`config.mk`:
```
export PLATFORM = sky130hd
export DESIGN_NAME = row_feeder_flat
export DESIGN_NICKNAME = d
export VERILOG_FILES = /design/src/rtl/conware_pkg.sv /design/src/rtl/row_feeder_if.sv /design/src/rtl/row_feeder.sv /design/src/flat_wrapper.sv
export SDC_FILE = /design/constraint.sdc
export NUM_CORES = 1
export LEC_CHECK = 0
export BUFFER_PORTS_ARGS = -buffer_cell sky130_fd_sc_hd__buf_4
export CORE_AREA = 2 2 91 93
export CTS_CLUSTER_DIAMETER = 100
export DETAILED_ROUTE_END_ITERATION = 8
export DIE_AREA = 0 0 93 95
export RECOVER_POWER = 50
export SLEW_MARGIN = 20
export SYNTH_ARGS = -nofsm -noshare
export SYNTH_HDL_FRONTEND = slang
export SYNTH_SLANG_ARGS = --single-unit
```
`constraint.sdc`:
```
create_clock -name clk -period 4.5 [get_ports clk]
set_input_delay 0.45 -clock clk [delete_from_list [all_inputs] [get_ports clk]]
set_output_delay 0.45 -clock clk [all_outputs]
set_load 0.02 [all_outputs]
```
`src/rtl/conware_pkg.sv`:
```
// Shared definitions for the Life compute array: FSM state encoding and the
// fixed pipeline latencies the row feeder and its neighbours agree on.
package conware_pkg;

    typedef enum logic [1:0] {
        ST_IDLE  = 2'd0,
        ST_FEED  = 2'd1,
        ST_DRAIN = 2'd2
    } fsm_state_e;

    // Frame memory read latency: rd_data is valid this many cycles after rd_en.
    localparam int RD_LAT = 1;

    // Cycles from row r's data cycle (rd_data returned) to its ns_valid.
    // din_row registers one cycle after the data cycle, so row r sits on
    // din_row NS_LAT-1 = 2 cycles before its next-state vector is valid.
    localparam int NS_LAT = 3;

    // Cycles spent in DRAIN after the bottom boundary slot is issued.
    localparam int DRAIN_CYCLES = 3;

endpackage

```
`src/rtl/row_feeder_if.sv`:
```
// Frame memory read port between the row feeder (master) and the frame
// memory (slave). rd_data is valid RD_LAT cycles after rd_en.
interface row_feeder_if #(
    parameter int WIDTH  = 8,
    parameter int ADDR_W = 8
);

    logic              rd_en;
    logic [ADDR_W-1:0] rd_addr;
    logic [WIDTH-1:0]  rd_data;

    modport master (
        output rd_en,
        output rd_addr,
        input  rd_data
    );

    modport slave (
        input  rd_en,
        input  rd_addr,
        output rd_data
    );

endinterface

```
`src/rtl/row_feeder.sv`:
```
// row_feeder: streams one board generation, row by row, from the frame
// memory into the column cells' shared serial input, adding the top and
// bottom boundary rows, and tags each next-state vector with its row index.
// Build option: define ROW_FEEDER_TORUS_WRAP_EN for a vertically wrapped
// (toroidal) board; otherwise the rows above and below the board are dead.
module row_feeder
    import conware_pkg::*;
#(
    parameter int WIDTH  = 8,
    parameter int HEIGHT = 8,
    parameter int ADDR_W = 8
) (
    input  logic              clk,
    input  logic              rst,
    input  logic              start,
    input  logic [ADDR_W-1:0] base_addr,
    output logic              busy,
    output logic              done,
    row_feeder_if.master      mem,
    output logic [WIDTH-1:0]  din_row,
    output logic              ns_valid,
    output logic [ADDR_W-1:0] ns_row,
    output logic [15:0]       gen_count
);

    // Slot counter covers 0..HEIGHT+1 in FEED and 0..DRAIN_CYCLES-1 in DRAIN.
    localparam int K_W = $clog2(HEIGHT + 2);
    localparam logic [K_W-1:0]    K_ONE      = K_W'(1);
    localparam logic [K_W-1:0]    H_K        = K_W'(HEIGHT);
    localparam logic [K_W-1:0]    LAST_SLOT  = K_W'(HEIGHT + 1);
    localparam logic [K_W-1:0]    DRAIN_LAST = K_W'(DRAIN_CYCLES - 1);
    localparam logic [K_W-1:0]    DONE_ARM   = K_W'(DRAIN_CYCLES - 2);
    localparam logic [ADDR_W-1:0] ROW_LAST   = ADDR_W'(HEIGHT - 1);
    // din_row is one register after the data cycle.
    localparam int DIN_TO_NS = NS_LAT - 1;

    fsm_state_e        state_q;
    logic [K_W-1:0]    k_q;
    logic [ADDR_W-1:0] base_q;
    logic              busy_q;
    logic              done_q;
    logic              rd_en_q;
    logic [ADDR_W-1:0] rd_addr_q;

    // Per-slot flags for the slot being issued this cycle.
    logic              slot_vld_q;   // a slot of a pass is issued
    logic              slot_pad_q;   // slot supplies an all-zero row
    logic              slot_row_q;   // slot carries a board row (1..HEIGHT)

    // Same flags delayed to the data cycle.
    logic [RD_LAT-1:0] data_vld_q;
    logic [RD_LAT-1:0] data_pad_q;
    logic [RD_LAT-1:0] data_row_q;

    logic [WIDTH-1:0]     din_row_q;
    logic                 din_real_q;  // din_row holds a board row
    logic [DIN_TO_NS-1:0] ns_pipe_q;
    logic [ADDR_W-1:0]    ns_row_q;
    logic [ADDR_W-1:0]    ns_row_d;
    logic [15:0]          gen_count_q;
    logic [15:0]          gen_count_d;

    // What the next issued slot looks like.
    logic [K_W-1:0]    next_slot;
    logic [ADDR_W-1:0] issue_base;
    logic [ADDR_W-1:0] row_off;
    logic              is_row;
    logic              issue_rd;
    logic              issue_pad;
    logic [ADDR_W-1:0] issue_addr;

    // Decode the read strobe, address and pad flag for the next slot.
    always_comb begin
        // NOTE: every always_comb output is assigned a default first so no
        // path through the block can infer a latch.
        next_slot  = (state_q == ST_IDLE) ? '0 : k_q + K_ONE;
        issue_base = (state_q == ST_IDLE) ? base_addr : base_q;
        is_row     = (next_slot != '0) && (next_slot <= H_K);
        row_off    = ADDR_W'(next_slot - K_ONE);
`ifdef ROW_FEEDER_TORUS_WRAP_EN
        // Boundary slots fetch the opposite edge row of the board.
        issue_rd  = 1'b1;
        issue_pad = 1'b0;
        if (next_slot == '0) begin
            row_off = ROW_LAST;
        end else if (next_slot == LAST_SLOT) begin
            row_off = '0;
        end
`else
        // Boundary slots are dead rows: no read, zero data.
        issue_rd  = is_row;
        issue_pad = !is_row;
`endif
        issue_addr = issue_rd ? issue_base + row_off : '0;
    end

    // Pass sequencer: IDLE -> FEED (HEIGHT+2 slots) -> DRAIN -> IDLE.
    always_ff @(posedge clk) begin
        if (rst) begin
            state_q    <= ST_IDLE;
            k_q        <= '0;
            base_q     <= '0;
            busy_q     <= 1'b0;
            done_q     <= 1'b0;
            rd_en_q    <= 1'b0;
            rd_addr_q  <= '0;
            slot_vld_q <= 1'b0;
            slot_pad_q <= 1'b0;
            slot_row_q <= 1'b0;
        end else begin
            // NOTE: state is updated with <= only; combinational helpers
            // live in always_comb rather than as blocking temporaries here.
            done_q <= 1'b0;
            unique case (state_q)
                ST_IDLE: begin
                    if (start) begin
                        state_q    <= ST_FEED;
                        base_q     <= base_addr;
                        k_q        <= '0;
                        busy_q     <= 1'b1;
                        rd_en_q    <= issue_rd;
                        rd_addr_q  <= issue_addr;
                        slot_vld_q <= 1'b1;
                        slot_pad_q <= issue_pad;
                        slot_row_q <= is_row;
                    end
                end
                ST_FEED: begin
                    if (k_q == LAST_SLOT) begin
                        state_q    <= ST_DRAIN;
                        k_q        <= '0;
                        rd_en_q    <= 1'b0;
                        rd_addr_q  <= '0;
                        slot_vld_q <= 1'b0;
                        slot_pad_q <= 1'b0;
                        slot_row_q <= 1'b0;
                    end else begin
                        k_q        <= next_slot;
                        rd_en_q    <= issue_rd;
                        rd_addr_q  <= issue_addr;
                        slot_vld_q <= 1'b1;
                        slot_pad_q <= issue_pad;
                        slot_row_q <= is_row;
                    end
                end
                ST_DRAIN: begin
                    if (k_q == DRAIN_LAST) begin
                        state_q <= ST_IDLE;
                        k_q     <= '0;
                        busy_q  <= 1'b0;
                    end else begin
                        k_q <= k_q + K_ONE;
                        // done lands on the last DRAIN cycle, with the last ns_valid.
                        if (k_q == DONE_ARM) begin
                            done_q <= 1'b1;
                        end
                    end
                end
                default: begin
                    state_q <= ST_IDLE;
                    busy_q  <= 1'b0;
                end
            endcase
        end
    end

    // Carry slot flags to the data cycle, register din_row, delay to ns_valid.
    always_ff @(posedge clk) begin
        if (rst) begin
            // NOTE: every pipeline stage is reset too, so a pass abandoned
            // by rst leaves no row or valid flag in flight.
            data_vld_q <= '0;
            data_pad_q <= '0;
            data_row_q <= '0;
            din_row_q  <= '0;
            din_real_q <= 1'b0;
            ns_pipe_q  <= '0;
        end else begin
            for (int i = RD_LAT - 1; i > 0; i--) begin
                data_vld_q[i] <= data_vld_q[i-1];
                data_pad_q[i] <= data_pad_q[i-1];
                data_row_q[i] <= data_row_q[i-1];
            end
            data_vld_q[0] <= slot_vld_q;
            data_pad_q[0] <= slot_pad_q;
            data_row_q[0] <= slot_row_q;

            din_row_q  <= (data_vld_q[RD_LAT-1] && !data_pad_q[RD_LAT-1]) ? mem.rd_data : '0;
            din_real_q <= data_vld_q[RD_LAT-1] && data_row_q[RD_LAT-1];

            for (int i = DIN_TO_NS - 1; i > 0; i--) begin
                ns_pipe_q[i] <= ns_pipe_q[i-1];
            end
            ns_pipe_q[0] <= din_real_q;
        end
    end

    // Next values of the row tag and generation counters.
    always_comb begin
        ns_row_d    = ns_row_q;
        gen_count_d = gen_count_q;
        if (ns_pipe_q[DIN_TO_NS-1]) begin
            ns_row_d = (ns_row_q == ROW_LAST) ? '0 : ns_row_q + 1'b1;
        end
        if (done_q) begin
            gen_count_d = gen_count_q + 16'd1;
        end
    end

    // Row tag advances per next-state vector; generation count per pass.
    always_ff @(posedge clk) begin
        if (rst) begin
            ns_row_q    <= '0;
            gen_count_q <= '0;
        end else begin
            ns_row_q    <= ns_row_d;
            gen_count_q <= gen_count_d;
        end
    end

    assign busy        = busy_q;
    assign done        = done_q;
    assign mem.rd_en   = rd_en_q;
    assign mem.rd_addr = rd_addr_q;
    assign din_row     = din_row_q;
    assign ns_valid    = ns_pipe_q[DIN_TO_NS-1];
    assign ns_row      = ns_row_q;
    assign gen_count   = gen_count_q;

endmodule
```
`src/flat_wrapper.sv`:
```
// flat-port wrapper written by rule: the top's interface ports become plain ports
module row_feeder_flat import conware_pkg::*;
#(
    parameter int WIDTH  = 8,
    parameter int HEIGHT = 8,
    parameter int ADDR_W = 8
)
  (clk, rst, start, base_addr, busy, done, din_row, ns_valid, ns_row, gen_count, mem_rd_en, mem_rd_addr, mem_rd_data);
  row_feeder_if #(.WIDTH(WIDTH), .ADDR_W(ADDR_W)) mem_i ();
  input  logic clk;
  input  logic rst;
  input  logic start;
  input  logic [ADDR_W-1:0] base_addr;
  output logic busy;
  output logic done;
  output logic [WIDTH-1:0] din_row;
  output logic ns_valid;
  output logic [ADDR_W-1:0] ns_row;
  output logic [15:0] gen_count;
  output wire logic [$bits(mem_i.rd_en)-1:0] mem_rd_en;
  output wire logic [$bits(mem_i.rd_addr)-1:0] mem_rd_addr;
  input wire logic [$bits(mem_i.rd_data)-1:0] mem_rd_data;
  assign mem_rd_en = mem_i.rd_en;
  assign mem_rd_addr = mem_i.rd_addr;
  assign mem_i.rd_data = mem_rd_data;
  row_feeder #(.WIDTH(WIDTH), .HEIGHT(HEIGHT), .ADDR_W(ADDR_W)) u_core (.clk(clk), .rst(rst), .start(start), .base_addr(base_addr), .busy(busy), .done(done), .mem(mem_i), .din_row(din_row), .ns_valid(ns_valid), .ns_row(ns_row), .gen_count(gen_count));
endmodule
```
# --- Word-level counts from Yosys, hierarchy flattened ---
# Cells that the tools add are included.
word_totals:
  register_bits: 65
  input_bits: 19
  out_inout_bits: 44
  word_cells: 78
classes:
  n_addsub: 5
  magnitude_cmp: 1
  n_eq_ne: 9
  mux: 27
  bitwise_logic: 3
  n_reduce_logical: 16
ops:
  columns: ["cell", "n"]
  rows:
  - ["8-bit two-way mux", 5]
  - ["16-bit by 1-bit adder with 16-bit output, second input constant", 1]
  - ["4-bit two-way mux", 4]
  - ["8-bit case mux with 2 select lines", 1]
  - ["4-bit case mux with 3 select lines", 1]
  - ["8-bit by 1-bit adder with 8-bit output, second input constant", 1]
  - ["8-bit adder", 1]
  - ["8-bit by 3-bit == test with 1-bit output, second input constant", 1]
  - ["1-bit two-way mux", 8]
  - ["2-bit two-way mux", 3]
  - ["1-bit case mux with 2 select lines", 3]
  - ["2-bit case mux with 3 select lines", 1]
  - ["2-bit AND reduction", 3]
  - ["3-bit AND reduction", 2]
  - ["4-bit by 1-bit subtractor with 5-bit output, second input constant", 1]
  - ["4-bit by 1-bit adder with 4-bit output, second input constant", 1]
  - ["4-bit by 1-bit == test with 1-bit output, second input constant", 1]
  - ["4-bit by 2-bit == test with 1-bit output, second input constant", 1]
  - ["4-bit == test, second input constant", 1]
  - ["4-bit <= comparator, second input constant", 1]
  - ["2-bit by 1-bit != test with 1-bit output, second input constant", 2]
  - ["4-bit nonzero test", 1]
  - ["1-bit logical AND", 3]
  - ["1-bit NOT", 3]
  - ["other kinds (10)", 11]

# --- Logic depth before layout (Yosys ltp) ---
# Gate-level depths: netlist (run 1).
depth:
  word_depth: 7
  ltp_mapped: 12
  ltp_nobuf: 11

# --- Worst setup path before layout (run 1) ---
# OpenSTA, ideal clock, no wires.
synth_path:
  path_type: "register to register"
  startpoint: "register u_core.state_q[0]"
  endpoint: "register u_core.rd_addr_q[6], in the netlist u_core.mem.rd_addr[6]"
  setup_ns: 0.117
  arrival_time_ns: 2.737
  required_ns: 4.383
  path_slack_ns: 1.646
  stages_incl_launch_ff: 13
  cell_sequence: "dfxtp_1 > inv_1 > ha_1 > buf_2 > buf_1 > mux2_2 > ha_1 > fa_1 > a211oi_1 > o21bai_1 > a21oi_1 > xnor2_1 > a22o_1"
synth_via:
  elab_chain_cells: 7
  elab_cells_between_ends: 16
  cone_classes: "add/sub: 2; order compare: 1; eq/ne: 2; mux: 6; reduce/logical: 5"
synth_lines:
  columns: ["item", "line_no", "source"]
  rows:
  - ["start: declaration", "row_feeder.sv:37", "fsm_state_e state_q;"]
  - ["start signal: assignment", "row_feeder.sv:100", "state_q <= ST_IDLE;"]
  - ["start signal: assignment", "row_feeder.sv:117", "state_q <= ST_FEED;"]
  - ["start signal: assignment", "row_feeder.sv:130", "state_q <= ST_DRAIN;"]
  - ["2-bit logical NOT", "row_feeder.sv:76, row_feeder.sv:77, row_feeder.sv:114", null]
  - ["4-bit two-way mux", "row_feeder.sv:76", "next_slot = (state_q == ST_IDLE) ? '0 : k_q + K_ONE;"]
  - ["4-bit by 1-bit subtractor with 5-bit output (tied with other cells)", "row_feeder.sv:79", "row_off = ADDR_W'(next_slot - K_ONE);"]
  - ["8-bit adder / 1-bit logical AND (equally long branches)", "row_feeder.sv:94, row_feeder.sv:78", null]
  - ["8-bit two-way mux", "row_feeder.sv:94", "issue_addr = issue_rd ? issue_base + row_off : '0;"]
  - ["8-bit two-way mux, on equally long branches", "row_feeder.sv:129, row_feeder.sv:116", null]
  - ["8-bit case mux with 2 select lines", "row_feeder.sv:114", "unique case (state_q)"]
  - ["end signal: assignment", "row_feeder.sv:122", "rd_addr_q <= issue_addr;"]
  - ["end signal: assignment", "row_feeder.sv:140", "rd_addr_q <= issue_addr;"]
  - ["end: declaration", "row_feeder.sv:43", "logic [ADDR_W-1:0] rd_addr_q;"]
# Several ways; a longest one is shown, not always the timed one. The select of a mux whose other input is x is not followed.
# A chain may end at the register's enable or synchronous reset.

# --- Worst setup path in the final report (run 1) ---
layout_path:
  startpoint: "register u_core.state_q[1]"
  endpoint: "register u_core.rd_addr_q[6], in the netlist u_core.mem.rd_addr[6]"
# Same word-level chain as after synthesis.

==> results of run 1 <==
## where the power goes
part	switching (mW)	total (mW)	internal (mW)
sequential	0.00988	0.607	0.597
clock	0.229	0.614	0.385
combinational	0.158	0.275	0.117
total	0.397	1.50	1.10
## worst min path at each step
| stage | slack [ns] | from | end |
|---|---|---|---|
| 5_1_grt | 0.30 | mem_rd_data[6] | u_core.din_row[6] |
| 3_3_place_gp | 0.42 | u_core.din_real_q | u_core.ns_pipe_q[0] |
| 3_5_place_dp | 0.44 | u_core.din_real_q | u_core.ns_pipe_q[0] |
| 2_1_floorplan | 0.41 | u_core.din_real_q | u_core.ns_pipe_q[0] |
| 6_report | 0.31 | mem_rd_data[2] | u_core.din_row[2] |
| 4_1_cts | 0.29 | mem_rd_data[2] | u_core.din_row[2] |
## metrics by stage
step                power [mW]  hold WS [ns]
floorplan               0.8310        0.4138
global placement        0.9015        0.4206
detailed placement      0.9010        0.4383
CTS                      1.517        0.2947
global route             1.570        0.2986
finish                   1.495        0.3103
## sequential cells by signal, indices dropped and copies added (netlist names)
signal	flops
u_core.k_q	4
u_core.base_q	8
u_core.data_pad_q	1
u_core.data_row_q	1
u_core.slot_pad_q	1
u_core.mem.rd_addr	8
u_core.done	1
u_core.gen_count	16
u_core.slot_vld_q	1
u_core.ns_row	8
u_core.mem.rd_en	1
u_core.din_row	8
u_core.busy	1
u_core.data_vld_q	1
u_core.state_q	2
u_core.ns_pipe_q	2
u_core.din_real_q	1
## cell usage after synthesis, drive strengths merged
| library cell | count | share of area (%) |
|---|---|---|
| dfxtp | 65 | 43 |
| nor2 | 33 | 4.1 |
| nand2 | 31 | 3.8 |
| a21oi | 24 | 3.9 |
| ha | 16 | 6.6 |
| xnor2 | 15 | 4.3 |
| xor2 | 15 | 4.3 |
| nand3 | 14 | 2.3 |
| and2 | 11 | 2.3 |
| inv | 11 | 1.4 |
| o21ai | 11 | 1.8 |
| and3 | 9 | 2.0 |
| nand4 | 9 | 1.8 |
| mux2 | 8 | 2.9 |
| a22o | 7 | 2.0 |
| nor2b | 7 | 1.4 |
| buf | 6 | 0.78 |
| a21o | 5 | 1.2 |
| nor3 | 5 | 0.82 |
| clkbuf | 4 | 0.49 |
| mux2i | 4 | 1.7 |
| nor4 | 4 | 1.3 |
| or3 | 3 | 0.61 |
| a211oi | 2 | 0.49 |
| o211ai | 2 | 0.49 |
| o21a | 2 | 0.49 |
| o21bai | 2 | 0.49 |
| a22oi | 1 | 0.25 |
| a31o | 1 | 0.29 |
| a31oi | 1 | 0.20 |
| a32o | 1 | 0.33 |
| fa | 1 | 0.66 |
| nand2b | 1 | 0.20 |
| nor3b | 1 | 0.25 |
| o221ai | 1 | 0.29 |
| o22ai | 1 | 0.20 |
| o32ai | 1 | 0.29 |
| o41a | 1 | 0.37 |
| or3b | 1 | 0.29 |
## area by class of cell
type                    count  area [um^2]  area share, %
clock buffers              10        137.6          3.693
clock inverters             6        115.1          3.088
inverters                  11        41.29          1.108
multi-input cells         251         1674          44.91
flip-flops and latches     65         1301          34.91
well taps                 105        131.4          3.525
repair buffers             62        326.6          8.761
## cell families after synthesis
logic type / share of synthesized area [%]
xor+xnor: 8.600
buf+inv: 2.621
simple gates: 21.17
fa+ha+maj: 7.207
compound gates: 13.15
flops: 42.59
mux: 4.668
## routing by layer
layer | wire length (um) | GRT usage, % | share of wire (%) | up-vias
met5 | 0 | 0 | 0 | -
met4 | 93 | 5.637 | 1.4 | 0
met3 | 447 | 5.267 | 6.6 | 8
met2 | 2998 | 26.63 | 45 | 76
met1 | 3182 | 19.88 | 47 | 1168
li1 | - | - | - | 1297
==> results.txt, run 1 <==
----------------------------------------------------
[Status]
  Status ... complete, but fails checks
  Failing checks ... max-capacitance violations, max-slew violations

[CTS]
  Clock Sink Count ... 65
  Clock insertion delay at the later pin of the skew report ... 0.34 ns
  CTS hold repair buffers ... 0
  Number of buffers created by CTS ... 9
  Root buffer cell ... clkbuf_8
  Clock tree from TritonCTS ... yes
  Post-CTS Resized ... 0
  Maximum clock path buffer count ... 2
  Clock transition at the registers of the reported paths ... 0.08 ns
  Post-CTS setup-driven buffer insertion count ... 0
  CTS H-tree depth ... 3

[Cells and area]
  Proportion of layout cells with a drive suffix above 1 ... 13.09%
  Post-route cell area ... 0.003727 mm^2
  Filler cells ... 795
  Final layout net count ... 436
  Core Util, Final ... 47.02%
  Signed area change from the synthesized netlist to the final layout ... 21.99%
  Count of inserted antenna diode cells ... 0
  Leading cell type in the layout, fill and taps excluded ... dfxtp_1
  Top library cells by usage in the layout, fill and taps aside ... dfxtp_1, clkbuf_1, nor2_1
  Non-filler instance count after layout ... 510

[Setup path]
  Depth of the critical timing path with buffers and inverters included ... 10
  Worst Setup SP ... u_core.state_q[1]
  Delay of the slowest cell on the worst path ... 0.66 ns
  Most used cell along the critical path ... ha_1
  Critical register-to-register path startpoint ... u_core.state_q[1]
  Kind of start point of the critical path ... register
  Number of buffer and inverter instances along the worst setup path ... 1
  FF-to-FF End ... u_core.mem.rd_addr[6]
  Slack of the worst reg-to-reg path ... 1.46 ns
  End point of the critical path ... u_core.mem.rd_addr[6]
  Critical Path Slowest Stage Cell ... ha_1
  Endpoint class of the critical path ... register
  Worst endpoint data arrival time ... 3.26 ns
  Cell depth of the worst flop-to-flop path ... 10
  Largest delay share family, worst path ... adder cells
  Worst-path cell chain ... inv_1 > ha_1 > mux2_2 > ha_1 > fa_1 > a211oi_1 > o21bai_1 > a21oi_1 > xnor2_1 > a22o_1
  Required time reported for the critical path endpoint ... 4.72 ns
  Kind of critical path ... reg2reg
  Max Fanout on Critical Path ... 20

[Detailed routing]
  First DRT Iteration DRCs ... 158
  Final wirelength ... 6722 um
  Via count of the routed design ... 2549
  Count of nets left with antenna violations after detail routing ... 0
  Drt first pass iters ... 4
  DRC viols ... 0
  Wire per inst ... 13.18 um
  Detail-routed via count per cell ... 4.998

[Placed design]
  Final HPWL from detailed placement ... 4870 um
  Post-detailed-placement cell area ... 0.003613 mm^2
  Number of port buffers ... 62
  DP Worst Slack ... 1.489 ns
  GPL Wtd Cong ... 0.8564
  Cell Count Post-Placement ... 494

[Logic synthesis]
  Post-synth net total ... 373
  Number of cells produced by synthesis ... 337
  Number of distinct library cells after synthesis ... 45
  Number of flip-flops and latches in the synthesized netlist ... 65
  Count of yosys warnings during synthesis ... 0
  Synthesized cell area ... 0.003055 mm^2
  Part of the Yosys area used for sequential elements ... 42.59%
  Mean cell area of the mapped netlist ... 9.067 um^2

[Timing]
  F_max ... 329.0 MHz
  Slew margin rel. ... -33.68%
  Setup repair after global routing missed its margin ... false
  Summed negative setup slack over all endpoints ... 0 ns
  Transition time at the pin with the least slew margin ... 2.005 ns
  Setup violations, final ... 0
  Period utilization ... 67.55%
  Post-route minimum period ... 3.040 ns
  Final worst slack ... 1.460 ns
  Clock skew after layout ... 0.01140 ns
  Final hold vios ... 0
  Pins over their slew limit ... 45

[Floorplanning]
  Chip Width ... 93 um
  Die Area ... 0.008835 mm^2
  Starting density of the core ... 38.54%
  I/O pin count ... 63
  Placement row count ... 33
  Height of the die ... 95 um
  Area of the core ... 0.007928 mm^2

[Worst hold path]
  Number of instances on the worst hold path ... 2
  Worst hold path class ... in2reg

[Global routing]
  Largest net degree at the start of global routing ... 45
  Wire length of the first global-routing pass ... 11280 um
  Total Routing Usage GR ... 16.15%
  Global route total overflow ... 0
  Number of antenna violations at the first check in global routing ... 0
  Vias in the first global route ... 2474

[Power and ir drop]
  Worst VDD drop ... 0.2217 mV
  Power density over the cells ... 401.1 mW/mm^2
  Cell leakage power ... 1.430 nW

[Job]
  Max Cap Violations ... 1

----------------------------------------------------
(Power assumes the default switching activity.)
==> inputs of run 2 (changes only) <==
==> constraint.sdc (replaced) <==
create_clock -name clk -period 2.7 [get_ports clk]
set_input_delay 0.27 -clock clk [delete_from_list [all_inputs] [get_ports clk]]
set_output_delay 0.27 -clock clk [all_outputs]
set_load 0.02 [all_outputs]
==> run 2 against run 1 <==
  * The flow now finishes without violations
  * Combinational power grew 87%
  * Die area unchanged
  * Utilization rose by 1.1 points
  * Clock-buffer cell count fell by 1
  * Sequential power up 66%
  * Worst setup slack got worse by 1.3 ns
  * Worst hold slack worse by 0.18 ns
  * Critical path depth is the same
  * Clock power rose by 51%
  * Sequential share of layout area decreased by 0.74 points
  * Largest power group is now sequential cells
==> results.txt, run 2 (synthesis results as in run 1) <==
----------------------------------------------------
[Cells and area]
  Proportion of layout cells with a drive suffix above 1 ... 16.83% (+3.7 points)
  Filler cells ... 793 (-0.25%)
  Leading cell type in the layout, fill and taps excluded ... dfxtp_1
  Post-route cell area ... 0.003811 mm^2 (+2.2%)
  Area used by sequential logic in the layout ... 0.001303 mm^2 (about the same)
  Core Util, Final ... 48.07% (+1.1 points)
  Top library cells by usage in the layout, fill and taps aside ... dfxtp_1, clkbuf_1, nor2_1, buf_4, nand2_1
  Area occupied by multi-input gates ... 0.001712 mm^2 (+2.2%)
  Count of inserted antenna diode cells ... 0 (unchanged)
  Max reg flops ... 16 (unchanged)
  Signed area change from the synthesized netlist to the final layout ... 24.73%
  Final layout net count ... 447 (+2.5%)

[Detailed routing]
  Final wirelength ... 6769 um (+0.70%)
  Count of nets left with antenna violations after detail routing ... 0 (unchanged)
  Via count of the routed design ... 2629 (+3.1%)
  First DRT Iteration DRCs ... 110 (-30%)
  Wire per inst ... 12.99 um (-1.4%)
  Drt first pass iters ... 4 (unchanged)
  DRC viols ... 0 (unchanged)
  Detail-routed via count per cell ... 5.046 (+0.96%)

[CTS]
  Post-CTS setup-driven buffer insertion count ... 0 (unchanged)
  Clock tree from TritonCTS ... yes
  Clock insertion delay at the later pin of the skew report ... 0.33 ns (about the same)
  Clock Sink Count ... 65 (unchanged)
  Maximum clock path buffer count ... 2 (unchanged)
  Root buffer cell ... clkbuf_8
  Clock transition at the registers of the reported paths ... 0.08 ns (about the same)
  CTS H-tree depth ... 3 (unchanged)
  CTS hold repair buffers ... 0 (unchanged)
  Number of buffers created by CTS ... 9 (unchanged)

[Setup path]
  Max Fanout on Critical Path ... 8 (-60%)
  Worst-path cell chain ... inv_1 > ha_4 > mux2_2 > ha_1 > fa_1 > a211oi_1 > o21bai_1 > a21oi_1 > xnor2_1 > a22o_1
  End point of the critical path ... u_core.mem.rd_addr[6]
  Delay of the slowest cell on the worst path ... 0.41 ns (-0.25 ns)
  Kind of start point of the critical path ... register
  Critical Path Slowest Stage Cell ... fa_1
  Kind of critical path ... reg2reg
  Worst Setup SP ... u_core.state_q[1]
  Cell depth of the worst flop-to-flop path ... 10 (unchanged)
  Slack of the worst reg-to-reg path ... 0.16 ns (-1.30 ns)
  Worst endpoint data arrival time ... 2.77 ns (-0.49 ns)
  Critical register-to-register path startpoint ... u_core.state_q[1]
  Required time reported for the critical path endpoint ... 2.93 ns (-1.79 ns)
  FF-to-FF End ... u_core.mem.rd_addr[6]
  Endpoint class of the critical path ... register

[Power and ir drop]
  Worst VDD drop ... 0.2795 mV (+26%)
  Cell leakage power ... 1.463 nW (+2.2%)
  Power density over the cells ... 644.0 mW/mm^2 (+61%)

[Placed design]
  Number of port buffers ... 62 (unchanged)
  Final HPWL from detailed placement ... 4889 um (+0.39%)
  GPL Wtd Cong ... 0.8210 (-4.1%)
  Post-detailed-placement cell area ... 0.003696 mm^2 (+2.3%)

[Timing]
  Transition time at the pin with the least slew margin ... 0.6340 ns (-1.371 ns)
  Slew margin rel. ... 57.64% (+91 points)
  Post-route minimum period ... 2.536 ns (-0.5031 ns)
  Setup repair after global routing missed its margin ... false
  F_max ... 394.2 MHz (+20%)
  Period utilization ... 93.94% (+26 points)
  Final hold vios ... 0 (unchanged)
  Clock skew after layout ... 0.01124 ns (-0.0001626 ns)
  Setup violations, final ... 0 (unchanged)
  Summed negative setup slack over all endpoints ... 0 ns (unchanged)
  Pins over their slew limit ... 0 (-100%)

[Global routing]
  Global route total overflow ... 0 (unchanged)
  Largest net degree at the start of global routing ... 45 (unchanged)
  Vias in the first global route ... 2351 (-5.0%)
  Total Routing Usage GR ... 15.63% (-0.52 points)
  Number of antenna violations at the first check in global routing ... 0 (unchanged)
  Wire length of the first global-routing pass ... 11140 um (-1.2%)

[Floorplanning]
  Die Area ... 0.008835 mm^2 (unchanged)
  I/O pin count ... 63 (unchanged)
  Chip Width ... 93 um (unchanged)
  Area of the core ... 0.007928 mm^2 (unchanged)
  Height of the die ... 95 um (unchanged)
  Starting density of the core ... 38.54% (unchanged)
  Placement row count ... 33 (unchanged)

[Worst hold path]
  Worst hold path class ... in2reg

[Status]
  Status ... completed

[Job]
  Max Cap Violations ... 0 (-1)

----------------------------------------------------
run 2: changes by cell type in the layout (fill, tap and decap cells not counted), sizes merged:
cell / change
clkinv: +1
buf: +8
clkbuf: +2
bufinv: -1
inv: +1
run 2: final cells by class:
| cell class | count | area share, % |
|---|---|---|
| well taps | 105 | 3.447 |
| clock buffers | 9 | 3.250 |
| repair buffers | 73 | 10.44 |
| multi-input cells | 251 | 44.91 |
| flip-flops and latches | 65 | 34.18 |
| inverters | 11 | 1.083 |
| clock inverters | 7 | 2.692 |
run 2: worst min path at each step:
stage,start,endpoint,cells past startpoint,slack [ns]
2_1_floorplan,mem_rd_data[0],u_core.din_row[0],1,0.39
6_report,mem_rd_data[3],u_core.din_row[3],2,0.13
3_5_place_dp,u_core.ns_pipe_q[0],u_core.ns_pipe_q[1],1,0.43
3_3_place_gp,u_core.ns_pipe_q[0],u_core.ns_pipe_q[1],1,0.43
5_1_grt,mem_rd_data[2],u_core.din_row[2],2,0.12
4_1_cts,mem_rd_data[3],u_core.din_row[3],2,0.11
run 2: critical path, delay by kind of cell, from the launching register on:
kind / cells / cell delay [ns]
xor+xnor: 1 / 0.08
compound gates: 4 / 0.70
flops: 1 / 0.32
mux: 1 / 0.34
fa+ha+maj: 3 / 0.85
buf+inv: 1 / 0.14
run 2: where the power goes:
group / internal, mW / switching (mW)
registers: 0.994 / 0.0178
logic: 0.233 / 0.280
clock network: 0.527 / 0.402
total: 1.75 / 0.699
run 2: timing repair:
item,CTS,global route
endpoints found under the setup margin,1,4
pin swaps,0,0
gates resized for setup,1,10
gates cloned,0,0
run 2: stage by stage:
stage          std cells  hold slack [ns]  worst slack, ns  total power, mW
6_report             521           0.1332           0.1635            2.454
5_1_grt              521           0.1155        0.0008240            2.581
4_1_cts              521           0.1141          0.04879            2.478
3_5_place_dp         505           0.4331         0.008673            1.536
3_3_place_gp         505           0.4290          0.07627            1.539
2_1_floorplan        337           0.3917          0.03324            1.387
run 2: layer usage:
layer | global-route usage (%) | vias up | wire length (um)
met5 | 0 | - | 0
met4 | 5.025 | 0 | 113
met3 | 4.310 | 11 | 410
met2 | 24.58 | 73 | 2990
met1 | 20.86 | 1216 | 3255
li1 | - | 1329 | -
==> inputs of run 3 (changes only) <==
--- a/config.mk
+++ b/config.mk
@@ -5,11 +5,13 @@
 export SDC_FILE = /design/constraint.sdc
 export NUM_CORES = 1
 export LEC_CHECK = 0
-export BUFFER_PORTS_ARGS = -buffer_cell sky130_fd_sc_hd__buf_4
 export CORE_AREA = 2 2 91 93
+export CTS_BUF_LIST = sky130_fd_sc_hd__clkbuf_4
 export CTS_CLUSTER_DIAMETER = 100
 export DETAILED_ROUTE_END_ITERATION = 8
 export DIE_AREA = 0 0 93 95
+export DONT_BUFFER_PORTS = 1
+export GPL_TIMING_DRIVEN = 0
 export RECOVER_POWER = 50
 export SLEW_MARGIN = 20
 export SYNTH_ARGS = -nofsm -noshare
==> run 3 against run 2 <==
  * Global-route usage up 0.71 points
  * Final cell count down 8.4%
  * Critical path type unchanged
  * Sequential power about the same
  * Worst setup slack worse by 0.058 ns
  * Largest cell class unchanged
  * Clock power down 19%
  * First-iteration DRC count down 39%
  * Flip-flop and latch count unchanged
  * Critical path depth down 1
  * Clock skew up 0.0076 ns
  * Non-clock buffer count down 44
==> results.txt, run 3 (synthesis results as in run 1) <==
----------------------------------------------------
[Cells and area]
  Max reg flops ... 16 (unchanged)
  Post-route cell area ... 0.003638 mm^2 (-4.5%)
  Top library cells by usage in the layout, fill and taps aside ... dfxtp_1, nor2_1, nand2_1
  Filler cells ... 805 (+1.5%)
  Leading cell type in the layout, fill and taps excluded ... dfxtp_1
  Core Util, Final ... 45.90% (-2.2 points)
  Signed area change from the synthesized netlist to the final layout ... 19.08%
  Count of inserted antenna diode cells ... 0 (unchanged)
  Area occupied by multi-input gates ... 0.001745 mm^2 (+2.0%)
  Area used by sequential logic in the layout ... 0.001309 mm^2 (+0.48%)
  Proportion of layout cells with a drive suffix above 1 ... 13.44% (-3.4 points)
  Final layout net count ... 403 (-9.8%)

[Setup path]
  Kind of start point of the critical path ... register
  Required time reported for the critical path endpoint ... 3.02 ns (+0.09 ns)
  Critical Path Slowest Stage Cell ... dfxtp_1
  Delay of the slowest cell on the worst path ... 0.49 ns (+0.08 ns)
  Worst-path cell chain ... and3_4 > mux2i_4 > and3_1 > ha_1 > a21oi_1 > o21ai_0 > and2_1 > a21o_1 > a32o_1
  Max Fanout on Critical Path ... 6 (-2)
  Endpoint class of the critical path ... register
  Worst endpoint data arrival time ... 2.91 ns (+0.14 ns)
  Kind of critical path ... reg2reg

[Detailed routing]
  Final wirelength ... 6967 um (+2.9%)
  Highest signal layer in the routed design ... met4
  Wire length on met1 ... 3149 um (-3.3%)
  Wire per inst ... 14.61 um (+12%)
  Drt first pass iters ... 4 (unchanged)
  Count of nets left with antenna violations after detail routing ... 0 (unchanged)
  First DRT Iteration DRCs ... 67 (-39%)
  Via count of the routed design ... 2480 (-5.7%)
  Detail-routed via count per cell ... 5.199 (+3.0%)
  DRC viols ... 0 (unchanged)
  Wire length on met3 ... 483 um (+18%)
  Met2 routed wirelength ... 3194 um (+6.8%)

[Timing]
  Pins over their slew limit ... 0 (unchanged)
  Transition time at the pin with the least slew margin ... 0.6938 ns (+0.05979 ns)
  Final worst slack ... 0.1057 ns (-0.05778 ns)
  Summed negative setup slack over all endpoints ... 0 ns (unchanged)
  Final hold vios ... 0 (unchanged)
  Post-route minimum period ... 2.594 ns (+0.05778 ns)
  Clock skew after layout ... 0.01885 ns (+0.007607 ns)
  Period utilization ... 96.08% (+2.1 points)
  Setup violations, final ... 0 (unchanged)
  F_max ... 385.5 MHz (-2.2%)
  Slew margin rel. ... 53.64% (-4.0 points)

[Floorplanning]
  Area of the core ... 0.007928 mm^2 (unchanged)
  Die Area ... 0.008835 mm^2 (unchanged)
  I/O pin count ... 63 (unchanged)
  Placement row count ... 33 (unchanged)
  Chip Width ... 93 um (unchanged)
  Height of the die ... 95 um (unchanged)
  Starting density of the core ... 38.54% (unchanged)

[Placed design]
  GPL Wtd Cong ... 0.7971 (-2.9%)
  Post-detailed-placement cell area ... 0.003191 mm^2 (-14%)
  Final HPWL from detailed placement ... 4781 um (-2.2%)
  Number of port buffers ... 0 (-100%)
  DP Worst Slack ... -0.2599 ns (-0.2686 ns)

[CTS]
  Clock tree from TritonCTS ... yes
  Number of buffers created by CTS ... 9 (unchanged)
  Root buffer cell ... clkbuf_4
  Maximum clock path buffer count ... 2 (unchanged)
  Clock transition at the registers of the reported paths ... 0.11 ns (+0.03 ns)
  Clock Sink Count ... 65 (unchanged)
  Clock insertion delay at the later pin of the skew report ... 0.42 ns (+0.09 ns)
  CTS H-tree depth ... 3 (unchanged)

[Status]
  Status ... completed

[Global routing]
  Number of antenna violations at the first check in global routing ... 0 (unchanged)
  Vias in the first global route ... 2420 (+2.9%)
  Wire length of the first global-routing pass ... 11320 um (+1.6%)
  Global route total overflow ... 0 (unchanged)
  Total Routing Usage GR ... 16.34% (+0.71 points)
  Largest net degree at the start of global routing ... 13 (-71%)

[Power and ir drop]
  Design internal power ... 1.602 mW (-8.7%)
  Power share of the combinational group ... 21.3% (+0.4 points)
  Cell leakage power ... 1.346 nW (-7.9%)
  Worst VDD drop ... 0.2928 mV (+4.7%)
  Power density over the cells ... 626.0 mW/mm^2 (-2.8%)
  Share of power burned in the clock network ... 33.1% (-4.8 points)
  Switching part of the total ... 29.67% (+1.2 points)
  Post-layout total power ... 2.278 mW (-7.2%)
  Net load switching power ... 0.6759 mW (-3.3%)
  Proportion of power drawn by flip-flops and latches ... 45.5% (+4.3 points)

[Job]
  Max Cap Violations ... 0 (unchanged)

[Worst hold path]
  Worst hold path class ... in2reg

----------------------------------------------------
-- run 3: cell count changes in the layout (fill, tap and decap cells not counted), sizes merged --
cell         before  now
dlygate4sd3       0   16
clkbuf           49   14
clkinv            3    5
buf              33    8
inv              12   11
clkinvlp          1    0
-- run 3: power by group through the flow --
| stage | registers (mW) | clock network [mW] | logic, mW |
|---|---|---|---|
| 2_1_floorplan | 1.05 | 0 | 0.336 |
| 3_3_place_gp | 1.06 | 0 | 0.407 |
| 3_5_place_dp | 1.06 | 0 | 0.407 |
| 4_1_cts | 1.04 | 0.776 | 0.457 |
| 5_1_grt | 1.04 | 0.816 | 0.546 |
| 6_report | 1.04 | 0.755 | 0.486 |
-- run 3: area by class of cell --
class | instances | share of cell area [%]
Inverter | 11 | 1.204
Buffer | 10 | 1.754
Multi-Input combinational cell | 251 | 47.97
Tap cell | 105 | 3.611
Timing Repair Buffer | 19 | 5.021
Sequential cell | 65 | 35.97
Clock inverter | 7 | 2.613
Clock buffer | 9 | 1.857
-- run 3: per-layer routing --
| metal | vias up | GRT usage [%] |
|---|---|---|
| met5 | - | 0 |
| met4 | 0 | 7.353 |
| met3 | 14 | 5.028 |
| met2 | 72 | 26.09 |
| met1 | 1156 | 20.32 |
| li1 | 1238 | - |
-- run 3: final timing paths --
kind / from / endpoint / slack (ns) / cells past startpoint
setup / recovery: u_core.k_q[2] / u_core.mem.rd_addr[7] / 0.11 / 9
hold / removal: start / u_core.state_q[1] / 0.21 / 3
setup reg to reg: u_core.k_q[2] / u_core.mem.rd_addr[7] / 0.11 / 9
hold reg to reg: u_core.ns_pipe_q[0] / u_core.ns_pipe_q[1] / 0.45 / 1
-- run 3: through the flow --
step           std cells  hold WS (ns)
3_3_place_gp         442        0.3925
4_1_cts              475        0.1965
5_1_grt              477        0.2322
6_report             477        0.2113
3_5_place_dp         442        0.3947
2_1_floorplan        337        0.3917
-- run 3: what timing repair did --
item,CTS,global route
setup endpoints to repair,4,2
pin swaps,1,5
hold buffers,16,0
endpoints found under the hold margin,16,0
cloned,0,0
setup buffers,1,2
gates resized for setup,13,18
-- run 3: worst max-delay path, delay by kind of cell, from the launching register on --
family                     cells  cell delay, ns
AOI/OAI and AO/OA              4            0.69
adders and majority gates      1            0.28
DFF                            1            0.49
muxes                          1            0.31
and+or+nand+nor                3            0.73
